<file path="config.mk">
export PLATFORM = sky130hd
export DESIGN_NAME = uart_rx_receiver
export DESIGN_NICKNAME = d
export VERILOG_FILES = /design/src/rtl/uart_rx_receiver_pkg.sv /design/src/rtl/uart_rx_receiver_rx_fifo.sv /design/src/rtl/uart_rx_receiver.sv
export SDC_FILE = /design/constraint.sdc
export NUM_CORES = 1
export LEC_CHECK = 0
export ABC_AREA = 1
export CAP_MARGIN = 15
export CORE_UTILIZATION = 35
export CTS_BUF_LIST = sky130_fd_sc_hd__clkbuf_4
export DETAILED_ROUTE_END_ITERATION = 10
export SYNTH_ARGS = -nofsm -noshare
export SYNTH_HDL_FRONTEND = slang
export SYNTH_HIERARCHICAL = 1
export SYNTH_SLANG_ARGS = --single-unit
</file>
<file path="constraint.sdc">
create_clock -name clk -period 2.9 [get_ports clk]
set_clock_uncertainty 0.15 [all_clocks]
set_input_delay 0.435 -clock clk [delete_from_list [all_inputs] [get_ports clk]]
set_output_delay 0.435 -clock clk [all_outputs]
set_load 0.03 [all_outputs]
</file>
<file path="src/rtl/uart_rx_receiver_pkg.sv">
// rtl/uart_rx_receiver_pkg.sv - shared UART state encodings and baud divisor formula
package uart_rx_receiver_pkg;

  localparam int BYTE_W = 8;

  typedef enum logic [2:0] {
    ST_IDLE  = 3'd0,
    ST_START = 3'd1,
    ST_DATA  = 3'd2,
    ST_STOP  = 3'd3,
    ST_BREAK = 3'd4
  } rx_state_e;

  // Shared with the emitter so both ends derive the bit period identically.
  function automatic int baud_div(input int clk_hz, input int baud);
    return clk_hz / baud;
  endfunction

endpackage

</file>
<file path="src/rtl/uart_rx_receiver_rx_fifo.sv">
// rtl/uart_rx_receiver_rx_fifo.sv - synchronous first-word-fall-through byte FIFO
module uart_rx_receiver_rx_fifo #(
  parameter int DEPTH = 4,
  parameter int WIDTH = 8
) (
  input  logic                     clk,
  input  logic                     resetn,
  input  logic                     i_push,
  input  logic [WIDTH-1:0]         i_wdata,
  input  logic                     i_pop,
  output logic [WIDTH-1:0]         o_rdata,
  output logic                     o_full,
  output logic                     o_empty,
  output logic [$clog2(DEPTH):0]   o_level
);
  localparam int AW = $clog2(DEPTH);

  logic [WIDTH-1:0] mem_q [DEPTH];
  logic [WIDTH-1:0] mem_d [DEPTH];
  logic [AW-1:0]    wr_ptr_q, wr_ptr_d;
  logic [AW-1:0]    rd_ptr_q, rd_ptr_d;
  logic [AW:0]      level_q, level_d;
  logic             do_push, do_pop;

  assign o_full  = (level_q == (AW+1)'(DEPTH));
  assign o_empty = (level_q == '0);
  assign o_level = level_q;
  assign o_rdata = mem_q[rd_ptr_q];

  // A full FIFO still accepts a push when the head leaves in the same cycle.
  always_comb begin
    do_pop   = i_pop && !o_empty;
    do_push  = i_push && (!o_full || do_pop);
    mem_d    = mem_q;
    wr_ptr_d = wr_ptr_q;
    rd_ptr_d = rd_ptr_q;
    if (do_push) begin
      mem_d[wr_ptr_q] = i_wdata;
      wr_ptr_d        = wr_ptr_q + 1'b1;
    end
    if (do_pop) begin
      rd_ptr_d = rd_ptr_q + 1'b1;
    end
    level_d = level_q + {{AW{1'b0}}, do_push} - {{AW{1'b0}}, do_pop};
  end

  always_ff @(posedge clk or negedge resetn) begin
    if (!resetn) begin
      for (int i = 0; i < DEPTH; i++) mem_q[i] <= '0;
      wr_ptr_q <= '0;
      rd_ptr_q <= '0;
      level_q  <= '0;
    end else begin
      mem_q    <= mem_d;
      wr_ptr_q <= wr_ptr_d;
      rd_ptr_q <= rd_ptr_d;
      level_q  <= level_d;
    end
  end

endmodule

</file>
<file path="src/rtl/uart_rx_receiver.sv">
// rtl/uart_rx_receiver.sv - UART receiver: RXD synchronizer, frame FSM, FIFO and sticky status
module uart_rx_receiver
  import uart_rx_receiver_pkg::*;
#(
  parameter int CLK_FREQ_HZ = 12000000,
  parameter int BAUD_RATE   = 9600,
  parameter int FIFO_DEPTH  = 4
) (
  input  logic                          clk,
  input  logic                          resetn,
  input  logic                          i_rxd,
  output logic [BYTE_W-1:0]             o_data,
  output logic                          o_valid,
  input  logic                          i_ready,
  output logic [$clog2(FIFO_DEPTH):0]   o_level,
  output logic                          o_busy,
  output logic                          o_overrun,
  output logic                          o_frame_err,
  input  logic                          i_clr_err
);
  localparam int DIV  = baud_div(CLK_FREQ_HZ, BAUD_RATE);
  localparam int HALF = DIV / 2;
  localparam int CW   = $clog2(DIV) + 1;
  localparam logic [CW-1:0] DIV_LAST  = CW'(DIV - 1);
  localparam logic [CW-1:0] HALF_LAST = CW'(HALF - 1);

  rx_state_e         state_q, state_d;
  logic [1:0]        sync_q, sync_d;
  logic [1:0]        rdy_q, rdy_d;
  logic              armed_q, armed_d;
  logic [CW-1:0]     cnt_q, cnt_d;
  logic [2:0]        bit_idx_q, bit_idx_d;
  logic [BYTE_W-1:0] shift_q, shift_d;
  logic              busy_q, busy_d;
  logic              overrun_q, overrun_d;
  logic              frame_err_q, frame_err_d;
  logic              rx_s, push, frame_set;
  logic              fifo_full, fifo_empty;

  always_comb begin
    rx_s      = sync_q[1];
    sync_d    = {sync_q[0], i_rxd};
    // The synchronizer resets to 1, so only a high seen after it has flushed arms start detection.
    rdy_d     = {rdy_q[0], 1'b1};
    armed_d   = armed_q || (rdy_q[1] && rx_s);
    state_d   = state_q;
    cnt_d     = cnt_q + 1'b1;
    bit_idx_d = bit_idx_q;
    shift_d   = shift_q;
    push      = 1'b0;
    frame_set = 1'b0;
    case (state_q)
      ST_IDLE: begin
        cnt_d = '0;
        if (armed_q && !rx_s) state_d = ST_START;
      end
      ST_START: begin
        if (cnt_q == HALF_LAST) begin
          cnt_d     = '0;
          bit_idx_d = '0;
          state_d   = rx_s ? ST_IDLE : ST_DATA;
        end
      end
      ST_DATA: begin
        if (cnt_q == DIV_LAST) begin
          cnt_d     = '0;
          shift_d   = {rx_s, shift_q[BYTE_W-1:1]};
          bit_idx_d = bit_idx_q + 1'b1;
          if (bit_idx_q == 3'd7) state_d = ST_STOP;
        end
      end
      ST_STOP: begin
        if (cnt_q == DIV_LAST) begin
          cnt_d = '0;
          if (rx_s) begin
            push    = 1'b1;
            state_d = ST_IDLE;
          end else begin
            frame_set = 1'b1;
            state_d   = ST_BREAK;
          end
        end
      end
      ST_BREAK: begin
        cnt_d = '0;
        if (rx_s) state_d = ST_IDLE;
      end
      default: begin
        cnt_d   = '0;
        state_d = ST_IDLE;
      end
    endcase
    busy_d      = (state_d != ST_IDLE);
    // Set events win over a simultaneous clear.
    overrun_d   = (overrun_q && !i_clr_err) || (push && fifo_full && !i_ready);
    frame_err_d = (frame_err_q && !i_clr_err) || frame_set;
  end

  always_ff @(posedge clk or negedge resetn) begin
    if (!resetn) begin
      sync_q      <= 2'b11;
      rdy_q       <= '0;
      armed_q     <= 1'b0;
      state_q     <= ST_IDLE;
      cnt_q       <= '0;
      bit_idx_q   <= '0;
      shift_q     <= '0;
      busy_q      <= 1'b0;
      overrun_q   <= 1'b0;
      frame_err_q <= 1'b0;
    end else begin
      sync_q      <= sync_d;
      rdy_q       <= rdy_d;
      armed_q     <= armed_d;
      state_q     <= state_d;
      cnt_q       <= cnt_d;
      bit_idx_q   <= bit_idx_d;
      shift_q     <= shift_d;
      busy_q      <= busy_d;
      overrun_q   <= overrun_d;
      frame_err_q <= frame_err_d;
    end
  end

  uart_rx_receiver_rx_fifo #(
    .DEPTH (FIFO_DEPTH),
    .WIDTH (BYTE_W)
  ) u_fifo (
    .clk     (clk),
    .resetn  (resetn),
    .i_push  (push),
    .i_wdata (shift_q),
    .i_pop   (i_ready),
    .o_rdata (o_data),
    .o_full  (fifo_full),
    .o_empty (fifo_empty),
    .o_level (o_level)
  );

  assign o_valid     = !fifo_empty;
  assign o_busy      = busy_q;
  assign o_overrun   = overrun_q;
  assign o_frame_err = frame_err_q;

endmodule

</file>
======== Yosys cells after proc, flatten, opt, wreduce, memory -nomap -nowiden ========
Index checks and enable logic that the tools add are counted.
cells by class
  eq/ne operators ......................... 10
  muxes and demuxes ....................... 27
  reductions and logical operators ........ 25
  order comparisons ....................... 3
  bitwise logic cells ..................... 2
  add/sub/neg operators ................... 6
operator list
  operator                                                count
  bitwise mux 32 bit                                      1
  two-way mux 3 bit                                       9
  two-way mux 12 bit                                      2
  two-way mux 8 bit                                       3
  one-hot mux 12 bit (2 select lines)                     1
  binary-select mux 8 bit (select 2 bit)                  1
  demux 8 bit (select 2 bit)                              1
  one-hot mux 3 bit (5 select lines)                      1
  adder 12 x 1 -> 12 bit (second input constant)          1
  equality test 12 x 10 -> 1 bit (second input constant)  1
  equality test 12 x 11 -> 1 bit (second input constant)  1
  equality test 3 bit (second input constant)             3
  logical AND 1 bit                                       9
  equality test 3 x 2 -> 1 bit (second input constant)    2
  >= comparator 3 bit (second input constant)             2
  logical NOT 3 bit                                       2
  two-way mux 1 bit                                       6
  NOT 2 -> 3 bit                                          2
  one-hot mux 3 bit (2 select lines)                      1
  logical NOT 1 bit                                       5
  adder 2 x 1 -> 2 bit (second input constant)            2
  logical OR 1 bit                                        4
  inequality test 2 bit (second input constant)           2
  adder 3 x 1 -> 3 bit                                    1
  10 further kinds                                        10
word-level totals
  input bits .............................. 5
  register bits ........................... 73
  logic and storage cells ................. 90
  output and inout port bits .............. 15

======== Logic depth before layout (Yosys ltp) ========
Gate-level depths: netlist of run 1.
  depth after elaboration ................. 7
  gate-level depth with buffers ........... 13
  gate-level depth less buffers ........... 11

======== Modules after synthesis ========
The synthesis of run 1 kept the hierarchy.
by module, submodules not included
  module                    area each (sq um)  seq. area each (sq um)  times used  cells an instance
  uart_rx_receiver_rx_fifo  1,979.4            975.9                   1           232
  uart_rx_receiver          1,641.6            853.3                   1           199

======== Worst setup path before layout of run 1 ========
Ideal clock, no wire load.
  kind .................................... register -> register
  start point ............................. register cnt_q[1]
  end point ............................... register u_fifo.level_q[1], in the netlist u_fifo/o_level[1]
  setup time .............................. 0.136 ns
  required time ........................... 2.614 ns
  buffers on the path ..................... 2
  stages on the path, launching flop included .. 13
  arrival ................................. 2.376 ns
  slack ................................... 0.238 ns
  period minus slack after synthesis ...... 2.662 ns
  cell sequence ........................... dfrtp_1 -> inv_1 -> ha_1 -> nand2_1 -> nor2_1 -> nand3_2 -> nor3_1 -> buf_4 -> buf_2 -> nand3_1 -> nand2_1 -> ha_1 -> fa_1
on the way
  cells in the longest elaborated chain, start to end .. 6
ends and longest elaborated chain
  what                            line                            source
  start: declaration              uart_rx_receiver.sv:31          logic [CW-1:0] cnt_q, cnt_d;
  start signal: assignment        uart_rx_receiver.sv:116         cnt_q <= cnt_d;
  equality test 12 x 11 -> 1 bit  uart_rx_receiver.sv:73          if (cnt_q == DIV_LAST) begin
  two-way mux 1 bit               uart_rx_receiver.sv:73
  two-way mux 1 bit               uart_rx_receiver.sv:52          case (state_q)
  via push                        uart_rx_receiver.sv:37          logic rx_s, push, frame_set;
  logical AND 1 bit               uart_rx_receiver_rx_fifo.sv:33  do_push = i_push && (!o_full || do_pop);
  adder 3 x 1 -> 3 bit            uart_rx_receiver_rx_fifo.sv:44  level_d = level_q + {{AW{1'b0}}, do_push} - {{AW{1'b0}}, do_pop};
  subtractor 3 x 1 -> 3 bit       uart_rx_receiver_rx_fifo.sv:44
  via u_fifo.level_d[1]           uart_rx_receiver_rx_fifo.sv:22  logic [AW:0] level_q, level_d;
  end signal: assignment          uart_rx_receiver_rx_fifo.sv:57  level_q <= level_d;
  end: declaration                uart_rx_receiver_rx_fifo.sv:22
The timed path passes the listed nets, and every way through them passes these cells.
A chain may end at the register's enable or synchronous reset.

======== Worst setup path in the final report of run 1 ========
  start point ............................. register u_fifo.rd_ptr_q[1]
  end point ............................... output o_data[5]
on the way
  cells in the longest elaborated chain, start to end .. 4
ends and longest elaborated chain
  what                                                  line                            source
  start: declaration                                    uart_rx_receiver_rx_fifo.sv:21  logic [AW-1:0] rd_ptr_q, rd_ptr_d;
  start signal: assignment                              uart_rx_receiver_rx_fifo.sv:56  rd_ptr_q <= rd_ptr_d;
  NOT 2 -> 3 bit (not written as such)                  uart_rx_receiver_rx_fifo.sv:28  assign o_rdata = mem_q[rd_ptr_q];
  binary-select mux 8 bit (select 2 bit)                uart_rx_receiver_rx_fifo.sv:28
  two-way mux 8 bit (not written as such) (2 in a row)  uart_rx_receiver_rx_fifo.sv:28
  end: declaration                                      uart_rx_receiver.sv:12          output logic [BYTE_W-1:0] o_data,
Every way passes these cells. The select of a mux whose other input is x is not followed.

==> key figures, run 1 <==
Outcome
  – Status: finished clean

Cells and area
  – Final instance area: 0.00402 sq mm
  – P&R area growth vs syn: 11.1%
  – Share of cells above drive strength 1: under 10%
  – # nets final: between 400 and 500
  – Most frequent cells in the layout: nand2_1, dfrtp_1, nor2_1
  – Finished Layout Cells: 585
  – Ant. Diodes: 0
  – Most common cell after layout, fill and taps aside: nand2_1

Timing
  – Final Hold Viols: 0
  – Setup TNS: 0 ps
  – Top achievable clock speed: around 360 MHz
  – Final period utilization: between 90% and 100%
  – Final setup fails: 0
  – Post-Route Hold Slack: ~210 ps
  – Final worst slack: about 140 ps
  – Post-route minimum period: around 2800 ps
  – RSZ-0062 raised after global routing: no
  – Final Max Slew Viols: 0

Global route
  – Vias in the first global route: about 2700
  – Gr usage total: between 10 and 15%
  – Initial antenna violation count: 0
  – Total grt overflow: 0
  – First-pass GRT wire length: 13000 um
  – Largest net degree at the start of global routing: between 70 and 80

Setup path
  – Crit-path max FO: 11
  – CP max-delay cell: clkdlybuf4s50_1
  – Critical path arrival: 2170 ps
  – Crit path largest cell delay: slightly below 700 ps
  – CP cell instances: inv_1, o21ai_0, o22ai_1, clkdlybuf4s50_1
  – CP Capture Type: output pin
  – WS Path Type: reg -> out
  – Worst Setup Start Kind: register
  – WP data required: ~2300 ps

Die
  – Io pins: 20
  – Die height: between 100 and 150 um
  – Die X-Extent: 104 um
  – Core Area: 0.00991 sq mm
  – # rows: 36
  – Initial Utilization: roughly 37%
  – Die ar.: approximately 0.011 sq mm

Route
  – Detail Route Antenna Nets: 0
  – Via density: 4.90
  – Wire length per cell: around 12 um
  – Via count: 2865
  – Routed Wire Length: between 7000 and 8000 um
  – DRC Markers: 0
  – Starting DRT DRC Count: 152
  – First-pass DRT Iterations: 4

Min path
  – Worst hold path class: reg -> reg

Pwr
  – Switch Pwr: roughly 1100 uW
  – Worst vdd ir: ~430 uV
  – Clock share of power: a little over a fifth
  – Sw Ratio: between 30% and 40%
  – Power Density: ~720 mW/mm^2
  – Leakage: approximately 0.0020 uW
  – Pint: between 1500 and 2000 uW
  – Seq pwr share: 41.8%
  – Combinational power share: 36.3%

Synth
  – Syn Nets: ~450
  – Register area share after synthesis: about 51%
  – Ys flop type: dfrtp_1
  – Post-synth ARST share: 100%
  – Yosys warns: 6
  – Post-Synthesis Cells: approximately 430
  – Cell Area, Synth: around 0.0036 sq mm
  – Yosys reg bits: 73
  – Avg Synthesized Cell Area: between 8 and 9 sq um
  – Post-synth EDFFs: 0
  – Unique masters post-synth: 29

Clock tree
  – H-tree levels: 3
  – Clk root buf: clkbuf_4
  – CTS tree: done
  – Post-CTS Setup Inserts: 0
  – CTS buffer count: 9
  – Reg clk slew, reported paths: roughly 120 ps
  – Worst skew pair latency: approximately 420 ps
  – Maximum clock path buffer count: 2
  – Clock Sinks: 73

Place
  – Dpl hpwl: 5080 um
  – Placement Cell Area: around 0.0039 sq mm
  – Place WS: between 500 and 600 ps
  – Dpl cells: 568
  – Port Buffer Count: 19
  – GP Congestion: around 0.83

Run
  – Number of max-cap violations: 0
[repair_timing]
| action | CTS | global route |
|---|---|---|
| endpoints found under the hold margin | 71 | 0 |
| resized for setup | 0 | 1 |
| hold buffers | 1 | 0 |
| endpoints found under the setup margin | 0 | 2 |
[power groups by stage]
stage	Clock, uW	Sequential (uW)	Combinational (uW)
2_1_floorplan	0	1240	718
3_3_place_gp	0	1220	1050
3_5_place_dp	0	1230	1060
4_1_cts	655	1210	1060
5_1_grt	700	1230	1170
6_report	636	1210	1060
[worst max-delay path: cells and delay by family (launching register included)]
kind            cells  cell delay, ps
compound gates      2             280
buf+inv             2             920
flops               1             540
[through the flow]
| step | total power, uW | utilization [%] |
|---|---|---|
| final | 2900 | 40.6 |
| after floorplan | 1960 | - |
| after detailed placement | 2290 | 39.1 |
| after CTS | 2920 | 40.6 |
| after global routing | 3090 | 40.6 |
| after global placement | 2280 | 39.1 |
[worst paths after layout]
check / slack (ps) / start / endpoint / depth (start not counted)
hold / removal: 210 / sync_q[0]$_DFF_PN1_ / sync_q[1]$_DFF_PN1_ / 0
setup / recovery: 140 / u_fifo/rd_ptr_q[1]$_DFFE_PN0N_ / o_data[5] / 4
min in group asynchronous: 420 / resetn / u_fifo/rd_ptr_q[0]$_DFFE_PN0N_ / 3
setup reg to reg: 500 / cnt_q[1]$_DFF_PN0_ / u_fifo/mem_q[11]$_DFFE_PN0P_ / 10
max in group asynchronous: 1850 / resetn / sync_q[0]$_DFF_PN1_ / 3
hold reg to reg: 210 / sync_q[0]$_DFF_PN1_ / sync_q[1]$_DFF_PN1_ / 0
[sequential cells by signal, indices dropped and copies added, names as in the netlist]
register	count
shift_q	8
o_overrun	1
state_q	3
bit_idx_q	3
rdy_q	2
u_fifo/mem_q	32
o_frame_err	1
u_fifo/rd_ptr_q	2
sync_q	2
u_fifo/wr_ptr_q	2
u_fifo/o_level	3
o_busy	1
cnt_q	12
armed_q	1
[kinds of logic (layout without fill, tap and decap cells)]
logic type      after synthesis  count (layout)  share of synthesized area [%]
compound gates               36              36                           5.53
flops                        73              73                           50.5
fa+ha+maj                    11              11                           4.01
buf+inv                      57              78                           7.95
other cells                   1               1                          0.104
simple gates                248             248                           30.7
xor+xnor                      5               5                           1.21
[routing by layer]
metal,vias up,part of all wire (%),GRT usage (%)
li1,1444,-,-
met1,1349,48,19.5
met2,61,46,24.1
met3,11,4.9,3.84
met4,0,1.5,4.59
met5,-,0,0
[synthesized netlist by cell type, types with 2 or more instances]
cell type	number	share of area [%]
dfrtp_1	71	49
ha_1	10	3.5
o22ai_1	8	1.4
nor2_2	3	0.52
xor2_1	2	0.48
nand4_1	36	6.2
nand3_1	19	2.6
buf_6	7	2.2
inv_1	34	3.5
xnor2_1	3	0.73
o21ai_0	21	2.9
dfstp_2	2	1.5
inv_2	4	0.41
buf_4	3	0.62
a21oi_1	4	0.55
o21ai_2	2	0.48
buf_2	8	1.1
nor2_1	44	4.6
nand3_2	3	0.83
nor3_2	4	1.1
nor3_1	5	0.69
nand2_1	131	14
[layout make-up]
class	instances	area (sq um)
clock buffers	12	90.1
multi-input cells	301	1510
well taps	133	166
inverters	38	146
flip-flops and latches	73	1830
clock inverters	4	43.8
repair buffers	24	238
fillers	1023	5890
No activity file was read; power rests on OpenSTA's default activity.
==> inputs of run 2 (changes only) <==
Settings changed: CAP_MARGIN 15 to default.
==> results of run 2 <==
No change in the layout: final DEF, timing and power equal those of run 1.
==> inputs of run 3 (changes only) <==
Settings changed: HOLD_SLACK_MARGIN from default to 0.03.
==> results of run 3 <==
No change in the layout: final DEF, timing and power equal those of run 1.
